<file path="config.mk">
export PLATFORM = sky130hd
export DESIGN_NAME = vga_fb_arbiter
export DESIGN_NICKNAME = d
export VERILOG_FILES = /design/src/rtl/vga_fb_arbiter.sv
export SDC_FILE = /design/constraint.sdc
export NUM_CORES = 1
export LEC_CHECK = 0
export BUFFER_PORTS_ARGS = -buffer_cell sky130_fd_sc_hd__buf_2
export CAP_MARGIN = 20
export CELL_PAD_IN_SITES_DETAIL_PLACEMENT = 0
export CELL_PAD_IN_SITES_GLOBAL_PLACEMENT = 1
export CORE_ASPECT_RATIO = 2
export CORE_MARGIN = 1.5
export CORE_UTILIZATION = 27
export DETAILED_ROUTE_END_ITERATION = 10
export PLACE_DENSITY = 0.82
export SLEW_MARGIN = 30
export SYNTH_ARGS = -nofsm -noshare
export SYNTH_HDL_FRONTEND = slang
export SYNTH_SLANG_ARGS = --single-unit
</file>
<file path="constraint.sdc">
create_clock -name clk -period 2.7 [get_ports clk]
set_clock_uncertainty 0.15 [all_clocks]
set_input_delay 0.54 -clock clk [delete_from_list [all_inputs] [get_ports clk]]
set_output_delay 0.54 -clock clk [all_outputs]
set_load 0.05 [all_outputs]
</file>
<file path="src/rtl/vga_fb_arbiter.sv">
// Framebuffer RAM arbiter: shares one synchronous single-port RAM between the
// Wishbone CPU slave port and the VGA line-fetch port. Video has priority.
module vga_fb_arbiter #(
    parameter int adr_width = 13
) (
    input  logic                 clk,
    input  logic                 rst,
    input  logic                 wb_cyc_i,
    input  logic                 wb_stb_i,
    input  logic                 wb_we_i,
    input  logic [31:0]          wb_adr_i,
    input  logic [3:0]           wb_sel_i,
    input  logic [31:0]          wb_dat_i,
    output logic [31:0]          wb_dat_o,
    output logic                 wb_ack_o,
    input  logic                 vid_req,
    input  logic [adr_width-1:0] vid_adr,
    output logic [31:0]          vid_dat,
    output logic                 vid_ack,
    output logic [adr_width-1:0] ram_adr,
    output logic                 ram_we,
    output logic [3:0]           ram_be,
    output logic [31:0]          ram_wdat,
    input  logic [31:0]          ram_rdat
);

    localparam logic [2:0] IDLE     = 3'd0;
    localparam logic [2:0] VID_ADDR = 3'd1;
    localparam logic [2:0] VID_DATA = 3'd2;
    localparam logic [2:0] CPU_ADDR = 3'd3;
    localparam logic [2:0] CPU_DATA = 3'd4;

    localparam logic LG_CPU = 1'b0;
    localparam logic LG_VID = 1'b1;

    logic [2:0] state;
    logic [2:0] state_nxt;
    logic       last_grant;
    logic       cpu_rq;
    logic       vid_rq;
    logic       cpu_el;
    logic       vid_el;
    logic       decide;
    logic       grant_vid;
    logic       grant_cpu;

    logic unused_adr_bits;
    assign unused_adr_bits = ^{wb_adr_i[31:adr_width+2], wb_adr_i[1:0]};

    assign cpu_rq = wb_cyc_i & wb_stb_i;
    assign vid_rq = vid_req;

    // The requester being acked still holds its request, so it is masked
    // in its own DATA state to stop it from being regranted immediately.
    assign cpu_el = cpu_rq & (state != CPU_DATA);
    assign vid_el = vid_rq & (state != VID_DATA);

    assign decide    = (state == IDLE) | (state == VID_DATA) | (state == CPU_DATA);
    assign grant_vid = decide & vid_el & (~cpu_el | (last_grant == LG_CPU));
    assign grant_cpu = decide & cpu_el & ~grant_vid;

    always_comb begin
        state_nxt = IDLE;
        case (state)
            VID_ADDR: state_nxt = VID_DATA;
            CPU_ADDR: state_nxt = CPU_DATA;
            default: begin
                if (grant_vid)
                    state_nxt = VID_ADDR;
                else if (grant_cpu)
                    state_nxt = CPU_ADDR;
                else
                    state_nxt = IDLE;
            end
        endcase
    end

    // NOTE: sequential state uses non-blocking assignments so every register
    // samples pre-edge values regardless of statement order.
    always_ff @(posedge clk or negedge rst) begin
        if (!rst) begin
            state      <= IDLE;
            last_grant <= LG_CPU;
            ram_adr    <= '0;
            ram_we     <= 1'b0;
            ram_be     <= 4'b0000;
            ram_wdat   <= 32'h0;
        end else begin
            state  <= state_nxt;
            // Write strobes live for exactly the one CPU_ADDR cycle.
            ram_we <= 1'b0;
            ram_be <= 4'b0000;
            if (grant_vid) begin
                ram_adr    <= vid_adr;
                last_grant <= LG_VID;
            end else if (grant_cpu) begin
                ram_adr    <= wb_adr_i[adr_width+1:2];
                last_grant <= LG_CPU;
                if (wb_we_i) begin
                    ram_we   <= 1'b1;
                    ram_be   <= wb_sel_i;
                    ram_wdat <= wb_dat_i;
                end
            end
        end
    end

    assign vid_ack  = (state == VID_DATA);
    assign wb_ack_o = (state == CPU_DATA);
    assign vid_dat  = vid_ack  ? ram_rdat : 32'h0;
    assign wb_dat_o = wb_ack_o ? ram_rdat : 32'h0;

endmodule

</file>
After elaboration in Yosys (flattened, before gate mapping). Cells that the tools add are included.

Output and inout bits: 116. Flip-flop bits (word level): 54. Input bits: 119.

Bitwise gates (word level): 13. Reductions and logical operators: 3. Mux-type cells: 15. Equal/unequal tests: 6.

Operator list (count): 32-bit two-way mux (2); 13-bit two-way mux (2); 4-bit two-way mux (3); 1-bit bitwise AND (7); 3-bit by 2-bit == test with 1-bit output (second input constant) (2); 3-bit case mux with 2 select lines (1); 1-bit two-way mux (5); 2-bit two-way mux (2); 3-bit by 1-bit == test with 1-bit output (second input constant) (1); 3-bit == test (second input constant) (1); 3-bit logical NOT (1); 3-bit by 2-bit != test with 1-bit output (second input constant) (1); 3-bit != test (second input constant) (1); 1-bit inverter (3); 1-bit OR (3); 3-bit AND reduction (1); 2-bit nonzero test (1).

Logic depth before layout (Yosys ltp). Gate-level depths: netlist (run 1).

Depth after elaboration: 10. Depth in mapped cells: 6. Mapped depth without buffers: 3.

Worst setup path before layout (run 1). OpenSTA, ideal clock, no wires.

Path kind: reg-to-output. Start: register state[2]. End: output vid_dat[22]. Path slack: -42 ps. Cell stages (with the launch flop): 5. Arrival: 2052 ps. Path buffers: 2. Required time: 2010 ps. Cell sequence: dfrtp_1 > clkbuf_1 > nor3b_1 > clkbuf_1 > and2_1.

Longest elaborated chain between the ends: 2.

Ends and longest elaborated chain: from (decl) (line 36) `logic [2:0] state;`; from (signal assigned) (line 89) `state <= state_nxt;`; 3-bit by 2-bit == test with 1-bit output (line 108) `assign vid_ack = (state == VID_DATA);`; net vid_ack (line 19) `output logic vid_ack,`; 32-bit two-way mux (line 110) `assign vid_dat = vid_ack ? ram_rdat : 32'h0;`; to (decl) (line 18) `output logic [31:0] vid_dat,`.

The timed path passes the listed nets, and every way through them passes these cells.

Worst setup path after layout (run 1).
Start: register state[2]. End: output vid_dat[9].

Longest elaborated chain between the ends: 2.

Ends and longest elaborated chain (line): 3-bit by 2-bit == test with 1-bit output (108); 32-bit two-way mux (110).

Every way passes these cells.

==> results of run 1 <==
[final cells by class]
type / count / share of cell area
Sequential cell: 54 / 0.330
Multi-Input combinational cell: 140 / 0.310
Timing Repair Buffer: 222 / 0.280
Tap cell: 132 / 0.0403
Clock buffer: 5 / 0.0306
Inverter: 6 / 0.00550
Clock inverter: 2 / 0.00336
[cell families after synthesis]
kind of cell | share of synthesized area
AO/OA/AOI/OAI | 0.00639
buffers and inverters | 0.0479
flip-flops | 0.493
multiplexers | 0.272
AND/OR/NAND/NOR | 0.181
[layout by cell type, fill, tap and decap left out, drive strengths merged]
| master | Yosys | routed |
|---|---|---|
| a311o | 1 | 1 |
| clkbuf | 11 | 5 |
| clkinv | 0 | 1 |
| a21o | 1 | 1 |
| and2 | 33 | 33 |
| buf | 6 | 222 |
| and3 | 32 | 32 |
| nor2 | 5 | 5 |
| and3b | 1 | 1 |
| nor4bb | 1 | 1 |
| nand3 | 1 | 1 |
| dfrtp | 54 | 54 |
| nand2 | 3 | 3 |
| nand4bb | 1 | 1 |
| mux2 | 58 | 58 |
| inv | 6 | 7 |
| nor3b | 2 | 2 |
| nand4b | 1 | 1 |
[critical path: stages (launching register included)]
cell and delay [ns]:
dfrtp_1 0.44, nor3b_2 0.19, buf_4 0.28, and2_1 0.17, buf_2 0.26
[Yosys cell counts]
cell       count
a21o_1         1
a311o_1        1
and2_1        33
and3_1        32
and3b_1        1
buf_12         1
buf_2          2
buf_6          2
buf_8          1
clkbuf_1      11
dfrtp_1       54
inv_1          6
mux2_2        33
mux2_4        25
nand2_1        3
nand3_1        1
nand4b_1       1
nand4bb_1      1
nor2_1         5
nor3b_1        2
nor4bb_1       1
[power groups by stage]
stage	Combinational, mW	Sequential (mW)	Clock, mW
2_1_floorplan	1.48	2.60	0
3_3_place_gp	3.46	1.38	0
3_5_place_dp	3.50	1.39	0
4_1_cts	3.51	1.39	0.662
5_1_grt	3.64	1.44	0.689
6_report	3.47	1.38	0.635
[layer usage]
| metal | vias up | part of all wire | wire length, microns | GRT usage |
|---|---|---|---|---|
| met5 | - | 0 | 0 | 0 |
| met4 | 0 | 0.018 | 145 | 0.0536 |
| met3 | 10 | 0.085 | 674 | 0.0367 |
| met2 | 155 | 0.55 | 4370 | 0.280 |
| met1 | 1143 | 0.34 | 2720 | 0.131 |
| li1 | 1157 | - | - | - |
[flip-flops by register name, summed over array words and instances, names as in the netlist]
signal      flops
state           3
ram_be          4
ram_adr        13
ram_we          1
ram_wdat       32
last_grant      1
[through the flow]
step | std cells | worst slack (ns) | instance area (sq um) | hold slack [ns]
global route | 561 | 0.251 | 4100 | 0.281
global placement | 553 | 0.327 | 3930 | 0.318
detailed placement | 554 | 0.445 | 3960 | 0.322
CTS | 561 | 0.326 | 4100 | 0.249
finish | 561 | 0.361 | 4100 | 0.213
floorplan | 217 | 0.212 | 2740 | 0.0944
[worst paths after layout]
| kind | start | endpoint | slack (ns) | cells past startpoint |
|---|---|---|---|---|
| setup reg to reg | state[2] | ram_wdat[4] | 0.56 | 4 |
| hold reg to reg | last_grant | last_grant | 0.34 | 2 |
| hold / removal | rst | ram_wdat[22] | 0.21 | 2 |
| max in group asynchronous | rst | ram_adr[5] | 1.73 | 2 |
| min in group clk | wb_sel_i[2] | ram_be[2] | 0.30 | 3 |
| setup / recovery | state[2] | vid_dat[9] | 0.36 | 4 |
==> metrics.csv, run 1 <==
metric;value;unit
synth_area;2740;sq um
cts_hold_buf;0;
viasPerCell;4.39;
dpl.hpwl;6270;microns
syn_to_final_growth;49.3;%
totalWireLength;7910;microns
grt_max_degree;55;
switching_share;0.538;
p_int;2.54;mW
synth_area_per_cell;12.6;sq um
status;completed;
ctsRootBufferMaster;clkbuf_16;
netlist.area_leader.share;0.493;
initial_core_util;0.279;
die_w;74.3;microns
seq_area;1350;sq um
path_clk_slew;0.07;ns
total_power;5.49;mW
htreeDepth;2;
relSlewSlack;0.548;
gp_congestion;0.736;
firstDrtPassIters;3;
synth.area.top_cells;dfrtp_1 (49%), mux2_4 (14%), mux2_2 (14%), and2_1 (7.5%), and3_1 (7.3%);
setup-tns-final;0;ns
postSynthCellCount;217;
min_period;2.34;ns
fin_nets;548;
endpoint_kind;output port;
cts_tree;done;
clockPowerShare;0.116;
pwr-share-seq;0.252;
irDropWorstVdd;961;uV
grt_antenna_before_repair;0;
antenna_cells;0;
drv_slew;0;
fp-row-count;51;
drive_gt1_frac;0.676;
die_y;146;microns
seq_area_frac_synth;0.493;
p_comb_frac;0.633;
tightestPinTransition;0.679;ns
io_pins;235;
grt_usage;0.143;
wire_per_inst;14.1;microns
max-cap-violations;0;
grt_pass1_vias;2530;
worstPathArrival;1.65;ns
yosys_warnings;0;
ant_nets;0;
finalHoldViolCount;0;
grt_pass1_wl;12000;microns
p_leak;2.48;nW
numCtsBuffers;5;
max_freq;428;MHz
final_core_util;0.417;
synth_area_leader_cell;dfrtp_1;
hold_path.class;in -> async;
grt_overflow_total;0;
critPathMaxFanout;33;
multiInputGateArea;1270;sq um
clock_sinks;54;
synth_nets;336;
dr.first_iter.drc_count;28;
numPortBuffers;215;
report.final.setup_viol;0;
drc_errors;0;
cts_resized;0;
p_per_area;1340;nW/um^2
start_kind;register;
crit_type;reg -> out;
die_area;10800;sq um
rsz0062_at_grt;no;
clk_path_buf_depth;2;
vias;2465;
yosysUniqueCellTypes;21;
postCtsSetupRepairBufs;0;
core_area;9830;sq um
num-fill-cells;1009;
p_switching;2.95;mW
clk_latency;0.29;ns
worstPathRequired;2.01;ns
fin_crit_sh;0.866;
synth-seq-cells;54;
Power figures use the tool's default switching activity.
==> inputs of run 2 (changes only) <==
--- a/config.mk
+++ b/config.mk
@@ -7,13 +7,13 @@
 export LEC_CHECK = 0
 export BUFFER_PORTS_ARGS = -buffer_cell sky130_fd_sc_hd__buf_2
 export CAP_MARGIN = 20
-export CELL_PAD_IN_SITES_DETAIL_PLACEMENT = 0
-export CELL_PAD_IN_SITES_GLOBAL_PLACEMENT = 1
+export CELL_PAD_IN_SITES_DETAIL_PLACEMENT = 2
+export CELL_PAD_IN_SITES_GLOBAL_PLACEMENT = 2
 export CORE_ASPECT_RATIO = 2
 export CORE_MARGIN = 1.5
-export CORE_UTILIZATION = 27
+export CORE_UTILIZATION = 21
 export DETAILED_ROUTE_END_ITERATION = 10
-export PLACE_DENSITY = 0.82
+export PLACE_DENSITY = 0.83
 export SLEW_MARGIN = 30
 export SYNTH_ARGS = -nofsm -noshare
 export SYNTH_HDL_FRONTEND = slang
==> metrics.csv, run 2 (synthesized netlist as in run 1, its figures left out) <==
metric;value;unit;change
wl_met2;5950;microns;was 4370 microns
critPathMaxFanout;33;;unchanged
antenna_cells;0;;unchanged
top_layer_used;met4;;unchanged
path_cells;nor3b_2, buf_4, and2_1, buf_2;;unchanged
layout_common_cells;buf_2 (215), dfrtp_1 (54), and2_1 (33), mux2_2 (33), and3_1 (32);;unchanged
die_area;13800;sq um;was 10800 sq um
clk_path_buf_depth;2;;unchanged
worstPathArrival;1.70;ns;was 1.65 ns
path_clk_slew;0.07;ns;about the same
hold_path.class;in -> async;;unchanged
grt_pass1_wl;16100;microns;was 12000 microns
pwr-share-seq;0.247;;was 0.252
grt_max_degree;55;;unchanged
mostFrequentLayoutCell;buf_2;;unchanged
endpoint_kind;output port;;unchanged
gp_congestion;0.687;;was 0.736
grt_pass1_vias;2946;;was 2530
relSlewSlack;0.537;;was 0.548
fin_nets;548;;unchanged
reg2reg_from;state[2];;unchanged
r2r_cells;4;;unchanged
vias;2553;;was 2465
regToRegEndpoint;ram_wdat[11];;was ram_wdat[4]
rsz0062_at_grt;no;;unchanged
numCtsBuffers;5;;unchanged
drv_slew;0;;unchanged
irDropWorstVdd;684;uV;was 961 uV
dr.first_iter.drc_count;52;;was 28
grt_antenna_before_repair;0;;unchanged
max-cap-violations;0;;unchanged
p_leak;2.48;nW;about the same
max_freq;418;MHz;was 428 MHz
rrSetupSlack;0.52;ns;was 0.56 ns
dr_wl_met3;670;microns;was 674 microns
largest_register_ffs;32;;unchanged
status;completed;;unchanged
grt_usage;0.149;;was 0.143
report.final.setup_viol;0;;unchanged
crit_slowest_cell;dfrtp_1;;unchanged
cts_tree;done;;unchanged
p_comb_frac;0.631;;was 0.633
cp_slowest_stage_delay;0.46;ns;was 0.44 ns
core_area;12600;sq um;was 9830 sq um
initial_core_util;0.217;;was 0.279
tightestPinTransition;0.695;ns;was 0.679 ns
postCtsSetupRepairBufs;0;;unchanged
min_period;2.39;ns;was 2.34 ns
total_power;5.62;mW;was 5.49 mW
regMostFlops;ram_wdat;;unchanged
reg.largest.list;ram_wdat: 32 flops, ram_adr: 13 flops, ram_be: 4 flops;;unchanged
fin_crit_sh;0.887;;was 0.866
drive_gt1_frac;0.677;;was 0.676
fp-row-count;58;;was 51
grt_overflow_total;0;;unchanged
clk_latency;0.29;ns;about the same
p_per_area;1360;nW/um^2;was 1340 nW/um^2
ctsRootBufferMaster;clkbuf_16;;unchanged
start_kind;register;;unchanged
io_pins;235;;unchanged
wirelength_met1;3200;microns;was 2720 microns
syn_to_final_growth;50.5;%;was 49.3%
crit_type;reg -> out;;unchanged
cts_resized;0;;unchanged
viasPerCell;4.40;;was 4.39
clockPowerShare;0.121;;was 0.116
wire_per_inst;17.5;microns;was 14.1 microns
htreeDepth;2;;unchanged
drc_errors;0;;unchanged
p_switching;3.05;mW;was 2.95 mW
worstPathRequired;2.01;ns;about the same
numPortBuffers;215;;unchanged
die_y;165;microns;was 146 microns
dpl.hpwl;8140;microns;was 6270 microns
finalHoldViolCount;0;;unchanged
ant_nets;0;;unchanged
cts_hold_buf;0;;unchanged
totalWireLength;10100;microns;was 7910 microns
critPathBufInv;2;;unchanged
p_int;2.57;mW;was 2.54 mW
firstDrtPassIters;4;;was 3
die_w;83.8;microns;was 74.3 microns
setup-tns-final;0;ns;unchanged
crit_family;buffers and inverters;;unchanged
clock_sinks;54;;unchanged
switching_share;0.543;;was 0.538
## run 2: worst max path at each step
stage,from,end,slack [ns],cells past startpoint
floorplan,state[2],vid_dat[22],0.21,4
global placement,wb_cyc_i,ram_wdat[18],0.30,4
detailed placement,wb_cyc_i,ram_wdat[14],0.41,5
CTS,state[2],vid_dat[13],0.27,4
global route,state[2],vid_dat[1],0.18,4
finish,state[2],vid_dat[0],0.31,4
## run 2: layout make-up
type	count	area, sq um
well taps	150	188
fillers	1425	8500
repair buffers	222	1140
clock inverters	2	16.3
clock buffers	6	139
multi-input cells	140	1270
inverters	6	22.5
flip-flops and latches	54	1350
## run 2: power by group through the flow
stage | Sequential [mW] | Combinational [mW] | Clock [mW]
after floorplan | 2.60 | 1.48 | 0
after global placement | 1.37 | 3.49 | 0
after detailed placement | 1.40 | 3.58 | 0
after CTS | 1.40 | 3.59 | 0.704
after global routing | 1.44 | 3.71 | 0.732
final | 1.39 | 3.55 | 0.682
## run 2: routing by layer
| layer | vias to the layer above | global-route usage |
|---|---|---|
| met4 | 0 | 0.0648 |
| met3 | 20 | 0.0345 |
| li1 | 1160 | - |
| met1 | 1237 | 0.144 |
| met2 | 136 | 0.295 |
| met5 | - | 0 |
## run 2: per-stage QoR
stage / worst slack [ns] / utilization / std cells / area, sq um / hold slack, ns
floorplan: 0.212 / - / 217 / 2740 / 0.0944
global placement: 0.303 / 0.313 / 571 / 3950 / 0.311
detailed placement: 0.410 / 0.315 / 572 / 3970 / 0.340
CTS: 0.267 / 0.327 / 580 / 4130 / 0.248
global route: 0.182 / 0.327 / 580 / 4130 / 0.291
finish: 0.306 / 0.327 / 580 / 4130 / 0.212
